**config.mk**
```make
export PLATFORM = sky130hd
export DESIGN_NAME = clock_monitor_flat
export DESIGN_NICKNAME = d
export VERILOG_FILES = /design/src/rtl/clock_monitor_if.sv /design/src/rtl/clock_monitor.sv /design/src/flat_wrapper.sv
export SDC_FILE = /design/constraint.sdc
export NUM_CORES = 1
export LEC_CHECK = 0
export BUFFER_PORTS_ARGS = -buffer_cell sky130_fd_sc_hd__buf_2
export CAP_MARGIN = 20
export CORE_AREA = 2 2 51 53
export DETAILED_ROUTE_END_ITERATION = 10
export DIE_AREA = 0 0 53 55
export PLACE_DENSITY = 0.81
export SLEW_MARGIN = 20
export SYNTH_ARGS = -nofsm -noshare
export SYNTH_HDL_FRONTEND = slang
export SYNTH_SLANG_ARGS = --single-unit
```
**constraint.sdc**
```tcl
create_clock -name clk0 -period 4 [get_ports clk0]
set_input_delay 0 -clock clk0 [delete_from_list [all_inputs] [get_ports clk0]]
set_output_delay 0 -clock clk0 [all_outputs]
set_load 0.01 [all_outputs]
```
**src/rtl/clock_monitor_if.sv**
```systemverilog
// Signal bundle between the clock monitor and its environment.
// The slave side is the monitor; the master side drives the monitored clock and the fault clear.
interface clock_monitor_if;
  logic       clkNco;
  logic       clearFault;
  logic       ncoTick;
  logic [7:0] period;
  logic       locked;
  logic       lossPulse;
  logic       fault;

  modport master (
    output clkNco, clearFault,
    input  ncoTick, period, locked, lossPulse, fault
  );

  modport slave (
    input  clkNco, clearFault,
    output ncoTick, period, locked, lossPulse, fault
  );
endinterface

```
**src/rtl/clock_monitor.sv**
```systemverilog
// Measures the period of an asynchronous NCO clock in clk0 cycles and tracks lock.
// A sticky fault records any loss of lock until it is explicitly cleared.
module clock_monitor #(
  parameter int EXPECTED   = 32,
  parameter int TOL        = 1,
  parameter int LOCK_COUNT = 4,
  parameter int TIMEOUT    = 64
) (
  input logic           clk0,
  input logic           rst,
  clock_monitor_if.slave bus
);

  typedef enum logic [1:0] {SEARCH, TRACK, LOCKED} state_t;

  localparam int         GW = $clog2(LOCK_COUNT + 1);
  localparam logic [7:0] LO = 8'(EXPECTED - TOL);
  localparam logic [7:0] HI = 8'(EXPECTED + TOL);
  localparam logic [7:0] TO = 8'(TIMEOUT);

  state_t          state;
  logic            sync1, sync2, sync3;
  logic [7:0]      cnt;
  logic [GW-1:0]   good_cnt;
  logic            in_tol;
  logic            timed_out;
  logic            loss;

  // A tick always beats a timeout landing in the same cycle.
  always_comb begin
    in_tol    = (cnt >= LO) && (cnt <= HI);
    timed_out = !bus.ncoTick && (cnt == TO);
    loss      = (state == LOCKED) && (bus.ncoTick ? !in_tol : timed_out);
  end

  // NOTE: every register here uses <= so each one samples pre-edge values;
  // the synchronizer chain and the period capture depend on that ordering.
  always_ff @(posedge clk0) begin
    if (rst) begin
      state         <= SEARCH;
      sync1         <= 1'b0;
      sync2         <= 1'b0;
      sync3         <= 1'b0;
      cnt           <= 8'd0;
      good_cnt      <= '0;
      bus.ncoTick   <= 1'b0;
      bus.period    <= 8'd0;
      bus.locked    <= 1'b0;
      bus.lossPulse <= 1'b0;
      bus.fault     <= 1'b0;
    end else begin
      sync1       <= bus.clkNco;
      sync2       <= sync1;
      sync3       <= sync2;
      bus.ncoTick <= sync2 & ~sync3;

      // Reload on the tick so the value seen at the next tick is the full period.
      if (bus.ncoTick)        cnt <= 8'd1;
      else if (cnt != 8'hFF)  cnt <= cnt + 8'd1;

      bus.lossPulse <= loss;
      bus.fault     <= loss | (bus.fault & ~bus.clearFault);

      case (state)
        SEARCH: begin
          if (bus.ncoTick) begin
            state    <= TRACK;
            good_cnt <= '0;
          end
        end
        TRACK: begin
          if (bus.ncoTick) begin
            bus.period <= cnt;
            if (!in_tol) begin
              good_cnt <= '0;
            end else if (good_cnt == GW'(LOCK_COUNT - 1)) begin
              state      <= LOCKED;
              bus.locked <= 1'b1;
              good_cnt   <= '0;
            end else begin
              good_cnt <= good_cnt + GW'(1);
            end
          end else if (timed_out) begin
            state    <= SEARCH;
            good_cnt <= '0;
          end
        end
        LOCKED: begin
          if (bus.ncoTick) bus.period <= cnt;
          if (loss) begin
            state      <= SEARCH;
            bus.locked <= 1'b0;
          end
        end
        default: begin
          state      <= SEARCH;
          bus.locked <= 1'b0;
        end
      endcase
    end
  end

endmodule

```
**src/flat_wrapper.sv**
```systemverilog
// flat-port wrapper written by rule: the top's interface ports become plain ports
module clock_monitor_flat 
#(
  parameter int EXPECTED   = 32,
  parameter int TOL        = 1,
  parameter int LOCK_COUNT = 4,
  parameter int TIMEOUT    = 64
)
  (clk0, rst, bus_clkNco, bus_clearFault, bus_ncoTick, bus_period, bus_locked, bus_lossPulse, bus_fault);
  clock_monitor_if bus_i ();
  input logic clk0;
  input logic rst;
  input wire logic [$bits(bus_i.clkNco)-1:0] bus_clkNco;
  input wire logic [$bits(bus_i.clearFault)-1:0] bus_clearFault;
  output wire logic [$bits(bus_i.ncoTick)-1:0] bus_ncoTick;
  output wire logic [$bits(bus_i.period)-1:0] bus_period;
  output wire logic [$bits(bus_i.locked)-1:0] bus_locked;
  output wire logic [$bits(bus_i.lossPulse)-1:0] bus_lossPulse;
  output wire logic [$bits(bus_i.fault)-1:0] bus_fault;
  assign bus_i.clkNco = bus_clkNco;
  assign bus_i.clearFault = bus_clearFault;
  assign bus_ncoTick = bus_i.ncoTick;
  assign bus_period = bus_i.period;
  assign bus_locked = bus_i.locked;
  assign bus_lossPulse = bus_i.lossPulse;
  assign bus_fault = bus_i.fault;
  clock_monitor #(.EXPECTED(EXPECTED), .TOL(TOL), .LOCK_COUNT(LOCK_COUNT), .TIMEOUT(TIMEOUT)) u_core (.clk0(clk0), .rst(rst), .bus(bus_i));
endmodule
```
==> flow_metrics.env, run 1 <==
export IMPL_via_count=1148
export IMPL_routed_wl_mm=2.863
export IMPL_outcome="completed"
export IMPL_grt_pass1_wl_mm=4.450
export IMPL_setup_viol=0
export IMPL_swShare_pct=25.41
export IMPL_p_clk_share_pct=32.0
export IMPL_synth_edff_count=0
export IMPL_grt_pass1_vias=1002
export IMPL_numClockSinks=28
export IMPL_ios=16
export IMPL_seq_area_sq_um=560.5
export IMPL_synth_ff_type="dfxtp_1"
export IMPL_row_count=18
export IMPL_cp_required_ns=4.27
export IMPL_max_slew_margin_rel_pct=41.77
export IMPL_ctsResizeCount=0
export IMPL_cp_arrival_ns=2.14
export IMPL_root_buffer="clkbuf_4"
export IMPL_drt_pre_antenna_iters=5
export IMPL_wire_per_inst_um=14.53
export IMPL_die_x_um=53
export IMPL_max_freq_mhz=536.6
export IMPL_peakVddDrop_v=0.0003001
export IMPL_final_nets=179
export IMPL_p_per_area_mw_per_mm2=386.0
export IMPL_overflow=0
export IMPL_seqPwrFrac_pct=51.5
export IMPL_port_buffers=15
export IMPL_crit_slowest_cell="dfxtp_1"
export IMPL_cts_htree_levels=1
export IMPL_async_flop_share_pct=0
export IMPL_synth_warnings=0
export IMPL_critical_path_class="reg -> reg"
export IMPL_multiInputGateArea_sq_um=716.9
export IMPL_drive_gt1_share_pct=16.77
export IMPL_critical_path_endpoint_type="flip-flop"
export IMPL_synthesis_nets=164
export IMPL_crit_chain="inv_1 > ha_1 > o21a_1 > o2bb2ai_1 > and2_2 > a221oi_2 > mux2i_1"
export IMPL_finalSetupTns_ns=0
export IMPL_drc_errors=0
export IMPL_p_leak_nw=0.6072
export IMPL_cts_tree="built"
export IMPL_yosys_area_top_type="dfxtp_1"
export IMPL_initial_core_util_pct=57.51
export IMPL_synth_top_cells_by_count="dfxtp_1 (28), a21oi_1 (13), nand2_1 (13), nand3_1 (13), nor2_1 (12)"
export IMPL_power_net_switching_mw=0.1460
export IMPL_viasPerCell=5.827
export IMPL_place_detailed_hpwl_mm=2.025
export IMPL_syn_to_final_growth_pct=9.476
export IMPL_antenna_found_initial=0
export IMPL_p_int_mw=0.4287
export IMPL_clock_skew_ns=0.002859
export IMPL_p_comb_share_pct=16.5
export IMPL_drt_initial_drc_count=34
export IMPL_fillers=205
export IMPL_diodes=0
export IMPL_synth_seq_area_share_pct=41.21
export IMPL_power_total_mw=0.5747
export IMPL_slew_violations=0
export IMPL_rsz0062_at_grt="no"
export IMPL_critPathMaxFanout=5
export IMPL_worstMarginPinSlew_ns=0.8723
export IMPL_ys_seq_elements=28
export IMPL_finalHoldViolations=0
export IMPL_synth_distinct_cells=40
export IMPL_gp_congestion=0.8773
export IMPL_hp_class="in -> reg"
export IMPL_synth_most_common_cell="dfxtp_1"
export IMPL_fin_crit_sh_pct=46.59
export IMPL_avgSynthCellArea_sq_um=8.889
export IMPL_layout_min_cycle_time_ns=1.864
export IMPL_synth_top_area_share_pct=41.21
export IMPL_placed_area_sq_mm=0.001416
export IMPL_fin_area_sq_mm=0.001489
export IMPL_coreArea_sq_mm=0.002365
export IMPL_syn_cell_area_sq_mm=0.001360
export IMPL_drtAntennaViolNets=0
export IMPL_die_h_um=55
export IMPL_drv_cap=0
export IMPL_syn_inst=153
export IMPL_clockBufferDepth=2
export IMPL_clock_latency_ns=0.32
export IMPL_max_stage_delay_ns=0.41
export IMPL_start_kind="flip-flop"
export IMPL_die_area_sq_mm=0.002915
export IMPL_cts_buffers=3
export IMPL_grt_usage_pct=21.09
export IMPL_clk_pin_slew_worst_paths_ns=0.15
export IMPL_grt_max_degree=27
export IMPL_synthTopCellsByArea="dfxtp_1 (41%), ha_1 (6.4%), a21oi_1 (4.8%)"
cells in the final DEF (no fill, tap or decap), types with 2 or more instances in the layout:
master / instances
nand2b_1: 5
dfxtp_1: 28
nor2b_1: 5
buf_2: 15
dlygate4sd3_1: 2
nor3_1: 3
nor2_1: 12
o21ai_0: 5
a31oi_1: 6
inv_1: 7
and2_1: 2
nand2_1: 13
mux2i_1: 2
ha_1: 7
and3_1: 2
a21oi_1: 13
nand3_1: 13
clkbuf_4: 3
repair_timing:
action | CTS | global route
endpoints found under the hold margin | 2 | 0
hold buffers | 2 | 0
setup buffers | 0 | 0
path summary, 6_finish.rpt:
check / slack (ns) / to / depth (start not counted) / startpoint
min: 0.09 / u_core.cnt[0]$_SDFFE_PP0P_ / 2 / rst
max reg2reg: 2.14 / u_core.bus.locked$_SDFFE_PP0P_ / 7 / u_core.cnt[0]$_SDFFE_PP0P_
max: 2.14 / u_core.bus.locked$_SDFFE_PP0P_ / 7 / u_core.cnt[0]$_SDFFE_PP0P_
min reg2reg: 0.43 / u_core.bus.ncoTick$_SDFF_PP0_ / 1 / u_core.sync3$_SDFF_PP0_
through the flow:
step                      utilization, %  cells  hold WS [ns]  worst slack, ns
after floorplan                        -    153       0.07912            2.298
after global placement             59.89    191        0.2152            2.240
after detailed placement           59.89    191        0.2213            2.171
after CTS                          62.96    197       0.07967            2.136
after global routing               62.96    197        0.1029            1.985
final                              62.96    197       0.08823            2.136
metal layers:
metal  wire (um)  GRT usage, %  vias up
li1            -             -      568
met1        1219         24.42      534
met2        1478         38.75       36
met3          98         4.032       10
met4          67         7.692        0
met5           0             0        -
worst max-delay path: cells and delay by family (launching register included):
family	cells	cell delay, ns
simple gates	1	0.24
mux	1	0.20
fa+ha+maj	1	0.22
buf+inv	1	0.08
flops	1	0.41
compound gates	3	0.66
state kept, by name (all words and copies together), names as in the netlist:
| signal | flops |
|---|---|
| u_core.bus.ncoTick | 1 |
| u_core.sync3 | 1 |
| u_core.sync2 | 1 |
| u_core.cnt | 8 |
| u_core.bus.locked | 1 |
| u_core.good_cnt | 3 |
| u_core.bus.lossPulse | 1 |
| u_core.bus.fault | 1 |
| u_core.sync1 | 1 |
| u_core.bus.period | 8 |
| u_core.state | 2 |
kinds of logic after synthesis:
logic type      count (synthesis)  share of synthesized area, %
simple gates                   64                         24.56
compound gates                 36                         18.77
flops                          28                         41.21
buf+inv                        14                         6.072
fa+ha+maj                       7                         6.439
mux                             3                         2.300
xor+xnor                        1                        0.6441
power groups by stage:
| stage | Combinational (mW) | Sequential, mW | Clock, mW |
|---|---|---|---|
| CTS | 0.0943 | 0.296 | 0.187 |
| finish | 0.0946 | 0.296 | 0.184 |
| detailed placement | 0.0923 | 0.302 | 0 |
| global route | 0.105 | 0.298 | 0.199 |
| floorplan | 0.0746 | 0.300 | 0 |
| global placement | 0.0882 | 0.302 | 0 |
final cells by class:
cell class | instances | area share (%)
multi-input cells | 111 | 48.15
flip-flops and latches | 28 | 37.65
repair buffers | 17 | 6.387
well taps | 30 | 2.521
clock inverters | 1 | 2.017
inverters | 7 | 1.765
clock buffers | 3 | 1.513
Power figures use the tool's default switching activity.
==> run 2, diff against run 1 <==
Settings changed: ABC_AREA from default to 1, CORE_AREA 2 2 51 53 to 2 2 52 54, DIE_AREA 0 0 53 55 to 0 0 54 56, PLACE_DENSITY 0.81 to 0.77.
Clock period 4 ns to 1.9 ns, I/O delays scaled along.
==> flow_metrics.env, run 2 <==
export IMPL_wire_per_inst_um=12.76
export IMPL_drc_errors=0
export IMPL_dp_cells=215
export IMPL_final_cell_mix="dfxtp_1 (28), inv_1 (26), nand2_1 (23), nor2_1 (21), a21oi_1 (16)"
export IMPL_grt_use_met2_pct=35.89
export IMPL_cts_buffers=3
export IMPL_finalSetupTns_ns=0
export IMPL_p_clk_share_pct=22.6
export IMPL_port_buffers=15
export IMPL_ys_seq_elements=28
export IMPL_synth_seq_area_share_pct=42.26
export IMPL_yosys_area_top_type="dfxtp_1"
export IMPL_syn_inst=173
export IMPL_synthesis_nets=184
export IMPL_synth_top_area_share_pct=42.26
export IMPL_r2r_end="u_core.cnt[1]$_SDFFE_PP0P_"
export IMPL_met3_usage_pct=5.108
export IMPL_cts_tree="built"
export IMPL_busiest_layer="met2"
export IMPL_grt_pass1_vias=1153
export IMPL_peakVddDrop_v=0.0008606
export IMPL_grt_max_degree=17
export IMPL_syn_cell_area_sq_mm=0.001326
export IMPL_min_to="u_core.bus.fault$_SDFF_PP0_"
export IMPL_final_nets=205
export IMPL_synth_distinct_cells=28
export IMPL_p_per_area_mw_per_mm2=858.0
export IMPL_reg2reg_slack_ns=0.28
export IMPL_p_comb_share_pct=26.0
export IMPL_setup_viol=0
export IMPL_syn_to_final_growth_pct=13.02
export IMPL_cts_htree_levels=1
export IMPL_outcome="completed"
export IMPL_ios=16
export IMPL_die_x_um=54
export IMPL_r2r_start="u_core.cnt[0]$_SDFFE_PP0P_"
export IMPL_root_buffer="clkbuf_4"
export IMPL_cp_arrival_ns=1.87
export IMPL_coreArea_sq_mm=0.002432
export IMPL_clock_latency_ns=0.33
export IMPL_drive_gt1_share_pct=18.13
export IMPL_critPathMaxFanout=5
export IMPL_layout_commonest_cell="dfxtp_1"
export IMPL_max_freq_mhz=616.3
export IMPL_viasPerCell=5.336
export IMPL_critical_path_endpoint_type="flip-flop"
export IMPL_r2r_cells=7
export IMPL_drt_pre_antenna_iters=4
export IMPL_seqPwrFrac_pct=51.4
export IMPL_max_slew_margin_rel_pct=72.40
export IMPL_async_flop_share_pct=0
export IMPL_initial_core_util_pct=54.53
export IMPL_use_met1_pct=22.80
export IMPL_fin_crit_sh_pct=85.40
export IMPL_synthTopCellsByArea="dfxtp_1 (42%), inv_1 (7.4%), ha_1 (6.6%)"
export IMPL_routed_wl_mm=2.845
export IMPL_clockBufferDepth=2
export IMPL_synth_most_common_cell="dfxtp_1"
export IMPL_start_kind="flip-flop"
export IMPL_p_int_mw=0.8743
export IMPL_drt_initial_drc_count=33
export IMPL_layout_min_cycle_time_ns=1.623
export IMPL_rsz0062_at_grt="no"
export IMPL_diodes=0
export IMPL_overflow=0
export IMPL_min_delay_start="bus_clearFault"
export IMPL_clock_skew_ns=0.01505
export IMPL_whs_path_depth=3
export IMPL_critical_path_class="reg -> reg"
export IMPL_via_count=1190
export IMPL_power_net_switching_mw=0.4118
export IMPL_slew_violations=0
export IMPL_antenna_found_initial=0
export IMPL_synth_edff_count=0
export IMPL_die_h_um=56
export IMPL_numClockSinks=28
export IMPL_synth_warnings=0
export IMPL_ctsResizeCount=0
export IMPL_drtAntennaViolNets=0
export IMPL_synth_ff_type="dfxtp_1"
export IMPL_avgSynthCellArea_sq_um=7.666
export IMPL_clk_pin_slew_worst_paths_ns=0.15
export IMPL_synth_top_cells_by_count="dfxtp_1 (28), inv_1 (26), nand2_1 (23)"
export IMPL_grt_pass1_wl_mm=4.650
export IMPL_die_area_sq_mm=0.003024
export IMPL_place_detailed_hpwl_mm=2.111
export IMPL_grt_usage_pct=19.89
export IMPL_swShare_pct=32.02
export IMPL_finalHoldViolations=0
export IMPL_reg_top3="u_core.bus.period: 8 flops, u_core.cnt: 8 flops, u_core.good_cnt: 3 flops"
export IMPL_cp_required_ns=2.15
export IMPL_row_count=18
export IMPL_hp_class="in -> reg"
export IMPL_worstMarginPinSlew_ns=0.4135
export IMPL_drv_cap=0
export IMPL_fillers=228
export IMPL_finalCoreUtilization_pct=61.63
export IMPL_gp_congestion=0.8743
export IMPL_p_leak_nw=0.6951
export IMPL_final_cells=223
## run 2: cell types whose count changed after synthesis, moves of 3 or more
cell      previous run  this run
nand3_2              0         3
inv_1                7        26
nor2_1              12        21
nand2b_1             5         0
nor2b_1              5         0
o21ai_0              5        11
inv_2                0         3
a31oi_1              6         3
nand2_1             13        23
a21oi_1             13        16
buf_6                4         0
## run 2: area by class of cell
class	count	area, sq um	share of cell area, %
multi-input combinational	112	635.6	42.40
sequential	28	560.5	37.40
timing repair buffer	19	115.1	7.679
inverter	30	113.9	7.596
tap	30	37.54	2.504
clock buffer	4	36.28	2.421
## run 2: critical path: stages, from the launching register on
cell      delay [ns]
dfxtp_1         0.44
ha_1            0.24
nand3_2         0.12
nor2_1          0.17
nand3_1         0.21
clkinv_2        0.14
nor2_1          0.06
a211oi_2        0.16
## run 2: power by group through the flow
stage | Clock, mW | Combinational [mW] | Sequential (mW)
floorplan | 0 | 0.250 | 0.671
finish | 0.290 | 0.335 | 0.661
global placement | 0 | 0.311 | 0.667
global route | 0.315 | 0.372 | 0.665
detailed placement | 0 | 0.325 | 0.672
CTS | 0.299 | 0.334 | 0.660
## run 2: per-layer routing
metal	wire length, um	up-vias
met4	0	0
li1	-	600
met5	0	-
met1	1216	561
met2	1510	29
met3	118	0
## run 2: through the flow
step	area, sq um	worst slack [ns]	power (mW)	hold WS, ns
after detailed placement	1423	0.3154	0.9977	0.2054
after global placement	1423	0.3520	0.9784	0.2015
after global routing	1499	0.1531	1.351	0.3901
after floorplan	1326	0.4905	0.9212	0.1070
after CTS	1499	0.2746	1.292	0.3715
final	1499	0.2774	1.286	0.3764
## run 2: timing repair
item,CTS,global route
hold buffers,4,0
buffers inserted,0,0
endpoints found under the hold margin,8,0
## run 2: logic make-up after synthesis
logic type | count (synthesis) | synth area share [%]
AOI/OAI and AO/OA | 35 | 14.91
xor gates and xnor gates | 2 | 1.321
adders and majority gates | 7 | 6.603
buffers and inverters | 33 | 9.810
DFF | 28 | 42.26
and+or+nand+nor | 68 | 25.09
## run 2: how the worst max path moves through the flow
| stage | startpoint | to | slack, ns | cells past startpoint |
|---|---|---|---|---|
| 4_1_cts | u_core.cnt[0]$_SDFFE_PP0P_ | u_core.cnt[1]$_SDFFE_PP0P_ | 0.27 | 7 |
| 6_report | u_core.cnt[0]$_SDFFE_PP0P_ | u_core.cnt[1]$_SDFFE_PP0P_ | 0.28 | 7 |
| 3_3_place_gp | u_core.cnt[0]$_SDFFE_PP0P_ | u_core.state[0]$_SDFFE_PP0P_ | 0.35 | 10 |
| 3_5_place_dp | u_core.cnt[0]$_SDFFE_PP0P_ | u_core.state[1]$_SDFFE_PP0P_ | 0.32 | 10 |
| 2_1_floorplan | u_core.cnt[0]$_SDFFE_PP0P_ | u_core.state[0]$_SDFFE_PP0P_ | 0.49 | 10 |
| 5_1_grt | u_core.cnt[0]$_SDFFE_PP0P_ | u_core.cnt[1]$_SDFFE_PP0P_ | 0.15 | 7 |
